**config.mk**
```make
export PLATFORM = sky130hd
export DESIGN_NAME = drink_dispenser
export DESIGN_NICKNAME = d
export VERILOG_FILES = /design/src/rtl/drink_pkg.sv /design/src/rtl/phase_timer.sv /design/src/rtl/drink_dispenser.sv
export SDC_FILE = /design/constraint.sdc
export NUM_CORES = 1
export LEC_CHECK = 0
export BUFFER_PORTS_ARGS = -buffer_cell sky130_fd_sc_hd__buf_4
export CORE_ASPECT_RATIO = 0.6
export CORE_UTILIZATION = 30
export CTS_CLUSTER_SIZE = 16
export DETAILED_ROUTE_END_ITERATION = 8
export SLEW_MARGIN = 30
export SYNTH_ARGS = -nofsm -noshare
export SYNTH_HDL_FRONTEND = slang
export SYNTH_SLANG_ARGS = --single-unit
```
**constraint.sdc**
```tcl
create_clock -name clk -period 2.7 [get_ports clk]
set_clock_uncertainty 0.1 [all_clocks]
set_input_delay 0 -clock clk [delete_from_list [all_inputs] [get_ports clk]]
set_output_delay 0 -clock clk [all_outputs]
set_load 0.01 [all_outputs]
```
**src/rtl/drink_pkg.sv**
```systemverilog
// Shared types for the drink dispenser: FSM states, drink codes, valve encodings
// and the decode of the menu selection lines.
package drink_pkg;

    typedef enum logic [2:0] {
        IDLE,
        PAY,
        CUP,
        POUR,
        DRIP,
        ACK,
        WAIT_REL
    } state_t;

    typedef logic [1:0] drink_t;

    localparam drink_t DRINK1 = 2'd0;
    localparam drink_t DRINK2 = 2'd1;
    localparam drink_t DRINK3 = 2'd2;
    localparam drink_t DRINK4 = 2'd3;

    localparam logic [3:0] VALVE_D1 = 4'b0001;
    localparam logic [3:0] VALVE_D2 = 4'b0010;
    localparam logic [3:0] VALVE_D3 = 4'b0100;
    localparam logic [3:0] VALVE_D4 = 4'b1000;

    typedef struct packed {
        logic   valid;
        drink_t drink;
    } sel_t;

    // The menu reports drink 4 as "valid with no selection line set".
    function automatic sel_t decode_sel(input logic b3, input logic b2, input logic b1);
        sel_t s;
        s.valid = 1'b1;
        s.drink = DRINK1;
        case ({b3, b2, b1})
            3'b001:  s.drink = DRINK1;
            3'b010:  s.drink = DRINK2;
            3'b100:  s.drink = DRINK3;
            3'b000:  s.drink = DRINK4;
            default: s.valid = 1'b0;
        endcase
        return s;
    endfunction

    function automatic logic [3:0] valve_of(input drink_t d);
        logic [3:0] v;
        case (d)
            DRINK1:  v = VALVE_D1;
            DRINK2:  v = VALVE_D2;
            DRINK3:  v = VALVE_D3;
            default: v = VALVE_D4;
        endcase
        return v;
    endfunction

endpackage

```
**src/rtl/phase_timer.sv**
```systemverilog
// Loadable down-counter used to time each dispenser phase; stops at zero.
module phase_timer #(
    parameter int W = 8
) (
    input  logic         clk,
    input  logic         reset,
    input  logic         load,
    input  logic [W-1:0] value,
    output logic [W-1:0] count,
    output logic         zero
);

    assign zero = (count == '0);

    always_ff @(posedge clk or posedge reset) begin
        if (reset)
            count <= '0;
        else if (load)
            count <= value;
        else if (!zero)
            count <= count - 1'b1;
    end

endmodule

```
**src/rtl/drink_dispenser.sv**
```systemverilog
// Drink dispenser FSM: decodes the menu selection, drops a cup, pours, drips and
// pulses clc back to the menu. Define COIN_CHECK_EN to add the coin_ok payment phase.
module drink_dispenser
    import drink_pkg::*;
#(
    parameter int TIMER_W      = 8,
    parameter int CUP_CYCLES   = 4,
    parameter int POUR1_CYCLES = 20,
    parameter int POUR2_CYCLES = 30,
    parameter int POUR3_CYCLES = 40,
    parameter int POUR4_CYCLES = 50,
    parameter int DRIP_CYCLES  = 6,
    parameter int PAY_TIMEOUT  = 100
) (
    input  logic       clk,
    input  logic       reset,
    input  logic       b1,
    input  logic       b2,
    input  logic       b3,
    input  logic       b4,
`ifdef COIN_CHECK_EN
    input  logic       coin_ok,
`endif
    output logic       cup_drop,
    output logic [3:0] valve,
    output logic       busy,
    output logic       clc,
    output logic       err
);

`ifdef COIN_CHECK_EN
    localparam logic COIN_EN = 1'b1;
    logic pay_ok;
    assign pay_ok = coin_ok;
`else
    localparam logic COIN_EN = 1'b0;
    logic pay_ok;
    assign pay_ok = 1'b0;
`endif

    state_t               state, next_state;
    drink_t               drink_q;
    sel_t                 sel;
    logic                 latch_drink;
    logic                 next_err;
    logic                 timer_load;
    logic [TIMER_W-1:0]   timer_val;
    logic [TIMER_W-1:0]   timer_count;
    logic                 timer_zero;
    logic [TIMER_W-1:0]   pour_len;

    phase_timer #(.W(TIMER_W)) u_timer (
        .clk   (clk),
        .reset (reset),
        .load  (timer_load),
        .value (timer_val),
        .count (timer_count),
        .zero  (timer_zero)
    );

    always_comb begin
        case (drink_q)
            DRINK1:  pour_len = TIMER_W'(POUR1_CYCLES - 1);
            DRINK2:  pour_len = TIMER_W'(POUR2_CYCLES - 1);
            DRINK3:  pour_len = TIMER_W'(POUR3_CYCLES - 1);
            default: pour_len = TIMER_W'(POUR4_CYCLES - 1);
        endcase
    end

    assign sel = decode_sel(b3, b2, b1);

    // Abort (b4 dropped) is tested before timer expiry in every timed phase.
    always_comb begin
        next_state  = state;
        latch_drink = 1'b0;
        next_err    = 1'b0;
        timer_load  = 1'b0;
        timer_val   = '0;
        case (state)
            IDLE: begin
                if (b4) begin
                    latch_drink = 1'b1;
                    if (!sel.valid) begin
                        next_state = ACK;
                        next_err   = 1'b1;
                    end else if (COIN_EN) begin
                        next_state = PAY;
                        timer_load = 1'b1;
                        timer_val  = TIMER_W'(PAY_TIMEOUT - 1);
                    end else begin
                        next_state = CUP;
                        timer_load = 1'b1;
                        timer_val  = TIMER_W'(CUP_CYCLES - 1);
                    end
                end
            end
            PAY: begin
                if (!b4) begin
                    next_state = IDLE;
                    next_err   = 1'b1;
                end else if (pay_ok) begin
                    next_state = CUP;
                    timer_load = 1'b1;
                    timer_val  = TIMER_W'(CUP_CYCLES - 1);
                end else if (timer_zero) begin
                    next_state = ACK;
                    next_err   = 1'b1;
                end
            end
            CUP: begin
                if (!b4) begin
                    next_state = IDLE;
                    next_err   = 1'b1;
                end else if (timer_zero) begin
                    next_state = POUR;
                    timer_load = 1'b1;
                    timer_val  = pour_len;
                end
            end
            POUR: begin
                if (!b4) begin
                    next_state = IDLE;
                    next_err   = 1'b1;
                end else if (timer_zero) begin
                    next_state = DRIP;
                    timer_load = 1'b1;
                    timer_val  = TIMER_W'(DRIP_CYCLES - 1);
                end
            end
            DRIP: begin
                if (!b4) begin
                    next_state = IDLE;
                    next_err   = 1'b1;
                end else if (timer_zero) begin
                    next_state = ACK;
                end
            end
            ACK:      next_state = WAIT_REL;
            WAIT_REL: if (!b4) next_state = IDLE;
            default:  next_state = IDLE;
        endcase
    end

    // Outputs are registered from the next state so they line up with the state register.
    always_ff @(posedge clk or posedge reset) begin
        if (reset) begin
            state    <= IDLE;
            drink_q  <= DRINK1;
            cup_drop <= 1'b0;
            valve    <= 4'b0000;
            busy     <= 1'b0;
            clc      <= 1'b0;
            err      <= 1'b0;
        end else begin
            state    <= next_state;
            if (latch_drink)
                drink_q <= sel.drink;
            cup_drop <= (next_state == CUP);
            valve    <= (next_state == POUR) ? valve_of(drink_q) : 4'b0000;
            busy     <= (next_state != IDLE);
            clc      <= (state == ACK);
            err      <= next_err;
        end
    end

endmodule

```
* Yosys cells after proc, flatten, opt, wreduce, memory -nomap -nowiden
Index checks and enable logic that the tools add are counted.
** Operators by class
- Equality and inequality tests :: 14
- Reductions and logical operators :: 9
- Magnitude comparators :: 0
- Shifts and indexed selects :: 0
- Add/subtract/negate cells :: 1
- Bitwise gates (word level) :: 0
- Muxes and demuxes :: 36
- Div/mod/pow operators :: 0
- Multipliers :: 0
** Operators with widths (number)
- $mux 3 :: 11
- $mux 8 :: 4
- $pmux 8 s3 :: 1
- $pmux 3 s6 :: 1
- $pmux 6 s3 :: 1
- $eq 3x2->1 const B :: 5
- $eq 3x3->1 const B :: 4
- $pmux 4 s3 :: 1
- $mux 1 :: 11
- $logic_not 8->1 :: 1
- $sub 8x1->8 const B :: 1
- $eq 3x1->1 const B :: 2
- $logic_not 3->1 :: 2
- $pmux 2 s3 :: 1
- $mux 2 :: 2
- $mux 4 :: 1
- $reduce_or 2->1 :: 2
- $reduce_or 4->1 :: 1
- $pmux 1 s3 :: 1
- $reduce_bool 3->1 :: 1
- $reduce_or 3->1 :: 1
- $eq 2x1->1 const B :: 1
- $eq 2x2->1 const B :: 1
- $logic_not 2->1 :: 1
- 2 further kinds :: 2
** Storage, ports and cells
- Output and inout port bits :: 8
- RAM bits :: 0
- Bits in read-only memories :: 0
- Memories :: 0
- Bits of input ports :: 6
- Register bits :: 21
- Bits in latches :: 0

* Depth between registers and ports, before layout
Gate-level depths: netlist of run 1.
- Depth in word-level cells :: 8
- Depth in mapped cells :: 6

* Modules after synthesis
Synthesis of run 1 repeated with hierarchy kept, for this count alone.
** Second synthesis, totals
- Cells, all modules :: 139
- Area total of the unflattened synthesis :: 1302.5 sq um
** By module, submodules not included
- drink_dispenser :: area each 788.3 sq um, instances 1, sequential area each 325.3 sq um, cells each 84
- phase_timer :: area each 514.2 sq um, instances 1, sequential area each 200.2 sq um, cells each 55

* Least setup slack after synthesis of run 1
Ideal clock, no wire load.
- Path kind :: reg2reg
- Start :: register u_timer.count[0]
- End :: register u_timer.count[1]
- Cell stages (with the launch flop) :: 6
- Data arrival time :: 1887 ps
- Period minus slack after synthesis :: 2088 ps
- Setup slack :: 612 ps
- Buffers on the path :: 0
- Required time :: 2499 ps
- Cell sequence :: dfrtp_1 > inv_1 > ha_1 > or3b_2 > or4_4 > o311ai_2
** Between the ends
- Cells in the longest elaborated chain, start to end :: 5
- Elaborated cells between the ends (all ways) :: 11
- Classes of those cells :: add/sub: 1; eq/ne: 1; mux: 8; reduce/logical: 1
** Ends and longest elaborated chain
- from (decl) :: line phase_timer.sv:9 : output logic [W-1:0] count,
- from (signal assigned) :: line phase_timer.sv:19 : count <= value;
- from (signal assigned) :: line phase_timer.sv:21 : count <= count - 1'b1;
- branches (longest 5 deep; another with $sub 8x1->8)
Several ways; the timed one is not identified. The select of a mux whose other input is x is not followed.
A chain may end at the register's enable or synchronous reset.

* Worst setup path in the final report of run 1
- Start :: register u_timer.count[0]
- End :: register state[1]
** Between the ends
- Cells in the longest elaborated chain, start to end :: 4
- Elaborated cells between the ends (all ways) :: 8
- Classes of those cells :: mux: 7; reduce/logical: 1
** Ends and longest elaborated chain
- $logic_not 8->1 (*) :: line phase_timer.sv:13 : assign zero = (count == '0);
- $mux 3 (on tied branches)
- $mux 3 (on tied branches) :: line drink_dispenser.sv:98, drink_dispenser.sv:111, drink_dispenser.sv:121
- $pmux 3 s6 (*) :: line drink_dispenser.sv:79 : case (state)
- named net next_state[1] :: line drink_dispenser.sv:41 : state_t state, next_state;
- to (signal assigned) :: line drink_dispenser.sv:155 : state <= next_state;
- to (decl) :: line drink_dispenser.sv:41
The timed path passes the listed nets; every way through them passes the cells marked *.

==> results.md, run 1 <==
- Setup Viol. Count Final: 0
- Worst Path Class, Setup: flop to flop
- CTS tree: built
- Status: finished, final reports clean
- First-pass GRT wire length: 4200 um
- Synth Net Count: 139
- PwrDens: 1040 nW/um^2
- Fin Hold WS: 0.260 ns
- Antenna cell count: 0
- Worst Hold Class: input pin to flop
- Fin crit share: 87.0%
- Largest cells by area after synthesis: dfrtp_1 (44%), ha_1 (8.4%), nor2_1 (4.8%)
- Pre-CTS WS: 0.412 ns
- # rows: 17
- Initial DRC count: 82
- Top-area cell type share of the netlist area: 44.4%
- Clock Root Buffer: clkbuf_8
- Clock buffer depth: 2
- Number of global-route vias before repair: 883
- Routed Antenna Nets: 0
- Static leakage: 0.670 nW
- Final worst setup slack: 0.352 ns
- Grt ovf: 0
- Worst path arrival time: 2.40 ns
- IO buf count: 13
- Tot GR Track Use: 12.8%
- Hold Fails Final Rpt: 0
- Post-DP HPWL: 1790 um
- Placed cell areas: 1340 um^2
- Critical path endpoint category: flop
- Crit path launch type: flop
- Postcts setup bufs: 0
- YS warnings: 0
- Peak supply drop: 0.000414 V
- GP Congestion: 0.814
- RSZ-0062 raised after global routing: no
- Post-route cell area: 1450 um^2
- Syn Std Cell Area: 1180 um^2
- Vias per inst: 5.02
- Antenna violations before repair: 0
- DR DRC count: 0
- Leading area contributor after synthesis: dfrtp_1
- Clk_lat worst skew: 0.26 ns
- Slew headroom: 46.0%
- R2R Setup Slk: 0.35 ns
- Initial core utilization: 31.8%
- Layout cell share with drive strength beyond 1: 16.4%
- CP max stage delay: 0.51 ns
- Syn_area_per_cell: 9.48 um^2
- Cell Chain, Critical Path: inv_1 -> ha_1 -> or3b_2 -> nor2_1 -> o21ai_0 -> a31o_2
- Cell variety after synth: 36
- Synthesized flop and latch total: 21
- Share of the yosys chip area belonging to registers: 44.4%
- Most common cell after layout, fill and taps aside: dfrtp_1
- Critical path peak fanout: 7
- Slew Limit Fails: 0
- Final wirelength: 2560 um
- Vias: 968
- Core Area: 3720 um^2
- CTS buffer count: 3
- IO Pins: 14
- Gate Count Post-Synth: 125
- Nets: 161
- # H-tree levels: 1
- Largest net degree at the start of global routing: 22
- Pre-antenna DRT Iters: 5
- CTS Sinks: 21
- Final critical-path required period: 2.35 ns
- Layout area overhead: 22.1%
- Data required time of the worst path: 2.75 ns
- Die height: 50.7 um
- # Max-Cap Violations: 0
- Worst-margin pin slew: 0.809 ns
- TNS Setup: 0 ns
- Total Power: 1.51 mW
- Max Freq: 426 MHz
- Slowest cell on the critical path: or3b_2
- Die Wd: 83.1 um
- Wire per inst: 13.3 um
- Most frequent cells in the layout: dfrtp_1 (21), nor2_1 (15), buf_4 (15)
- Full die area: 4210 um^2
- Clk slew on worst S/H paths: 0.08 ns
flip-flops by register name, indices dropped and copies added (netlist names):
| signal | cells |
|---|---|
| busy | 1 |
| state | 3 |
| valve | 4 |
| err | 1 |
| drink_q | 2 |
| cup_drop | 1 |
| u_timer.count | 8 |
| clc | 1 |
stage by stage:
step                cells  utilization (%)
global placement      183             36.0
CTS                   193             38.9
global route          193             38.9
finish                193             38.9
floorplan             125                -
detailed placement    183             36.0
where the power goes:
group	internal (mW)	switching (mW)
logic	0.333	0.382
registers	0.431	0.158
clock network	0.105	0.101
total	0.869	0.641
area by class of cell:
type	count	area, um^2
well taps	47	58.8
repair buffers	21	173
inverters	8	30.0
clock buffers	4	45.0
flip-flops and latches	21	526
fillers	372	2280
multi-input cells	92	614
synth_stat cells, drive strengths merged:
cell type and n:
xor2 3, and2 4, clkbuf 4, o22ai 2, maj3 1, o22a 1, or4 3, a32oi 1
ha 8, nand2b 2, or3b 1, nor2 15, nand3 2, inv 8, o31ai 1, xnor2 1
a41o 1, a31oi 2, o32ai 2, a31o 1, or3 1, a21o 2, a21oi 6, nand3b 1
nor3b 2, nor2b 3, mux2i 2, nor4 1, nand2 9, nor3 4, o21ai 7, dfrtp 21
o211ai 2, o311ai 1
layer usage:
layer / routed length (um) / part of all wire, % / vias to the layer above / GRT usage [%]
li1: - / - / 483 / -
met4: 23 / 0.90 / 0 / 2.59
met3: 126 / 4.9 / 4 / 4.44
met2: 1120 / 44 / 28 / 19.9
met1: 1290 / 50 / 453 / 17.3
met5: 0 / 0 / - / 0
worst paths after layout:
kind                            cells after the start              from          endpoint
worst max-delay path                                6  u_timer.count[0]          state[1]
worst min-delay path                                5                b1          cup_drop
worst max register to register                      6  u_timer.count[0]          state[1]
worst min register to register                      2  u_timer.count[1]  u_timer.count[1]
max in group asynchronous                           3             reset  u_timer.count[6]
min in group asynchronous                           3             reset          state[2]
worst max-delay path, delay by kind of cell, from the launching register on:
family,cells,cell delay (ns)
simple gates,2,0.97
buf+inv,1,0.13
flops,1,0.40
compound gates,2,0.42
fa+ha+maj,1,0.22
repair_timing:
item / in CTS / in global routing
hold buffers: 6 / 0
resized for setup: 0 / 0
endpoints found under the setup margin: 0 / 0
endpoints found under the hold margin: 28 / 0
cell families after synthesis:
group	count (synthesis)	synth area share (%)
muxes	2	1.69
adders and majority gates	9	9.29
AOI/OAI and AO/OA	29	16.7
DFF	21	44.4
and+or+nand+nor	48	21.2
xor gates and xnor gates	4	2.96
buffers and inverters	12	3.80
(Power assumes the default switching activity.)
==> run 2, diff against run 1 <==
REMOVE_ABC_BUFFERS = 1   (was not set)
==> results.md, run 2 (synthesis results as in run 1) <==
- First-pass GRT wire length: 4450 um (was 4200 um)
- CTS tree: built (unchanged)
- R2r worst-path depth: 5 (was 6)
- Critical path peak fanout: 5 (was 7)
- Worst path arrival time: 2.31 ns (was 2.40 ns)
- Worst Hold End: cup_drop (unchanged)
- Setup Viol. Count Final: 0 (unchanged)
- Max reg flops: 8 (unchanged)
- R2R Setup Slk: 0.45 ns (was 0.35 ns)
- Clock Root Buffer: clkbuf_8 (unchanged)
- Post-route cell area: 1460 um^2 (was 1450 um^2)
- Clk_lat worst skew: 0.26 ns (about the same)
- Max Freq: 445 MHz (was 426 MHz)
- R2R Path End: u_timer.count[1] (was state[1])
- Peak supply drop: 0.000436 V (was 0.000414 V)
- PwrDens: 1040 nW/um^2 (about the same)
- Critical path endpoint category: flop (unchanged)
- Slew Limit Fails: 0 (unchanged)
- GP Congestion: 0.857 (was 0.814)
- Pre-antenna DRT Iters: 4 (was 5)
- Antenna cell count: 0 (unchanged)
- Layout area overhead: 22.8% (was 22.1%)
- Data required time of the worst path: 2.76 ns (was 2.75 ns)
- Hold Buf Count CTS: 6 (unchanged)
- Vias: 990 (was 968)
- Post-DP HPWL: 1880 um (was 1790 um)
- Final critical-path required period: 2.25 ns (was 2.35 ns)
- IO buf count: 13 (unchanged)
- Core Area: 3720 um^2 (unchanged)
- DR DRC count: 0 (unchanged)
- CTS buffer count: 3 (unchanged)
- Die height: 50.7 um (unchanged)
- Full die area: 4210 um^2 (unchanged)
- Worst-margin pin slew: 0.791 ns (was 0.809 ns)
- Initial core utilization: 31.8% (unchanged)
- Hold Fails Final Rpt: 0 (unchanged)
- Clock buffer depth: 2 (unchanged)
- Clk slew on worst S/H paths: 0.08 ns (about the same)
- Highest routed metal layer: met4 (unchanged)
- Vias per inst: 5.10 (was 5.02)
- CP max stage delay: 0.55 ns (was 0.51 ns)
- Routed Antenna Nets: 0 (unchanged)
- Final wirelength: 2600 um (was 2560 um)
- Fin crit share: 83.2% (was 87.0%)
- Crit path launch type: flop (unchanged)
- # H-tree levels: 1 (unchanged)
- IO Pins: 14 (unchanged)
- PostCTS Resize Cnt: 0 (unchanged)
- Initial DRC count: 66 (was 82)
- Slew headroom: 47.2% (was 46.0%)
- # Max-Cap Violations: 0 (unchanged)
- Met3 Wirelength: 106 um (was 126 um)
- Hold depth: 5 (unchanged)
- Worst Path Class, Setup: flop to flop (unchanged)
- Cell Chain, Critical Path: inv_1 -> ha_1 -> or3b_2 -> or4_4 -> o311ai_2 (was inv_1 -> ha_1 -> or3b_2 -> nor2_1 -> o21ai_0 -> a31o_2)
- Worst Hold Class: input pin to flop (unchanged)
- Static leakage: 0.678 nW (was 0.670 nW)
- Die Wd: 83.1 um (unchanged)
- Worst hold start: b1 (unchanged)
- TNS Setup: 0 ns (unchanged)
- Wire per inst: 13.4 um (was 13.3 um)
- Biggest register: u_timer.count (unchanged)
- Antenna violations before repair: 0 (unchanged)
- Status: finished, final reports clean (unchanged)
- Most frequent cells in the layout: dfrtp_1 (21), buf_4 (16), nor2_1 (15) (was dfrtp_1 (21), nor2_1 (15), buf_4 (15))
- Most common cell after layout, fill and taps aside: dfrtp_1 (unchanged)
- RR Startpoint: u_timer.count[0] (unchanged)
- Total Power: 1.52 mW (was 1.51 mW)
- RSZ-0062 raised after global routing: no (unchanged)
- Tot GR Track Use: 13.6% (was 12.8%)
- Largest net degree at the start of global routing: 22 (unchanged)
- Util after Layout: 39.1% (was 38.9%)
- Biggest regs: u_timer.count x8, valve x4, state x3 (unchanged)
- Postcts setup bufs: 0 (unchanged)
- Fin Hold WS: 0.289 ns (was 0.260 ns)
- # rows: 17 (unchanged)
- CTS Sinks: 21 (unchanged)
- Nets: 162 (was 161)
- M1 WL: 1260 um (was 1290 um)
- Layout cell share with drive strength beyond 1: 17.7% (was 16.4%)
- DR WL met2: 1230 um (was 1120 um)
- Placed cell areas: 1350 um^2 (was 1340 um^2)
- Number of global-route vias before repair: 942 (was 883)
- Filler cell count: 355 (was 372)
- Slowest cell on the critical path: or4_4 (was or3b_2)
- Grt ovf: 0 (unchanged)
run 2: changes by cell type in the layout (fill, tap and decap cells not counted), sizes merged:
cell,before,now
buf,15,16
clkbuf,4,3
clkinv,0,1
run 2: worst max-delay path: cells and delay by family (launching register included):
kind / cells / cell delay, ns
simple gates: 2 / 1.05
buf+inv: 1 / 0.12
flops: 1 / 0.40
compound gates: 1 / 0.26
fa+ha+maj: 1 / 0.22
run 2: worst max-delay path by stage:
stage	from	end	slack (ns)
CTS	u_timer.count[0]	u_timer.count[1]	0.46
global placement	u_timer.count[0]	u_timer.count[1]	0.56
detailed placement	u_timer.count[0]	u_timer.count[1]	0.49
global route	u_timer.count[0]	u_timer.count[1]	0.36
floorplan	u_timer.count[0]	u_timer.count[1]	0.61
finish	u_timer.count[0]	u_timer.count[1]	0.45
run 2: power breakdown:
group	switching [mW]	internal [mW]	leakage (nW)	total, mW
logic	0.386	0.336	0.381	0.723
clock network	0.0993	0.103	0.0255	0.202
registers	0.162	0.431	0.272	0.593
total	0.648	0.870	0.678	1.52
run 2: cell type report:
cell class	count	area (um^2)	share of cell area [%]
well taps	47	58.8	4.04
inverters	8	30.0	2.06
multi-input cells	92	614	42.2
repair buffers	22	180	12.4
clock inverters	1	5.00	0.344
clock buffers	3	41.3	2.84
flip-flops and latches	21	526	36.1
run 2: metrics by stage:
stage | setup slack, ns | instances
3_5_place_dp | 0.485 | 184
6_report | 0.454 | 194
5_1_grt | 0.356 | 194
4_1_cts | 0.461 | 194
2_1_floorplan | 0.612 | 121
3_3_place_gp | 0.559 | 184
run 2: routing by layer:
layer,GRT usage [%],vias to the layer above
met5,0,-
met3,4.28,2
met1,18.3,480
met2,21.7,23
li1,-,485
met4,2.01,0
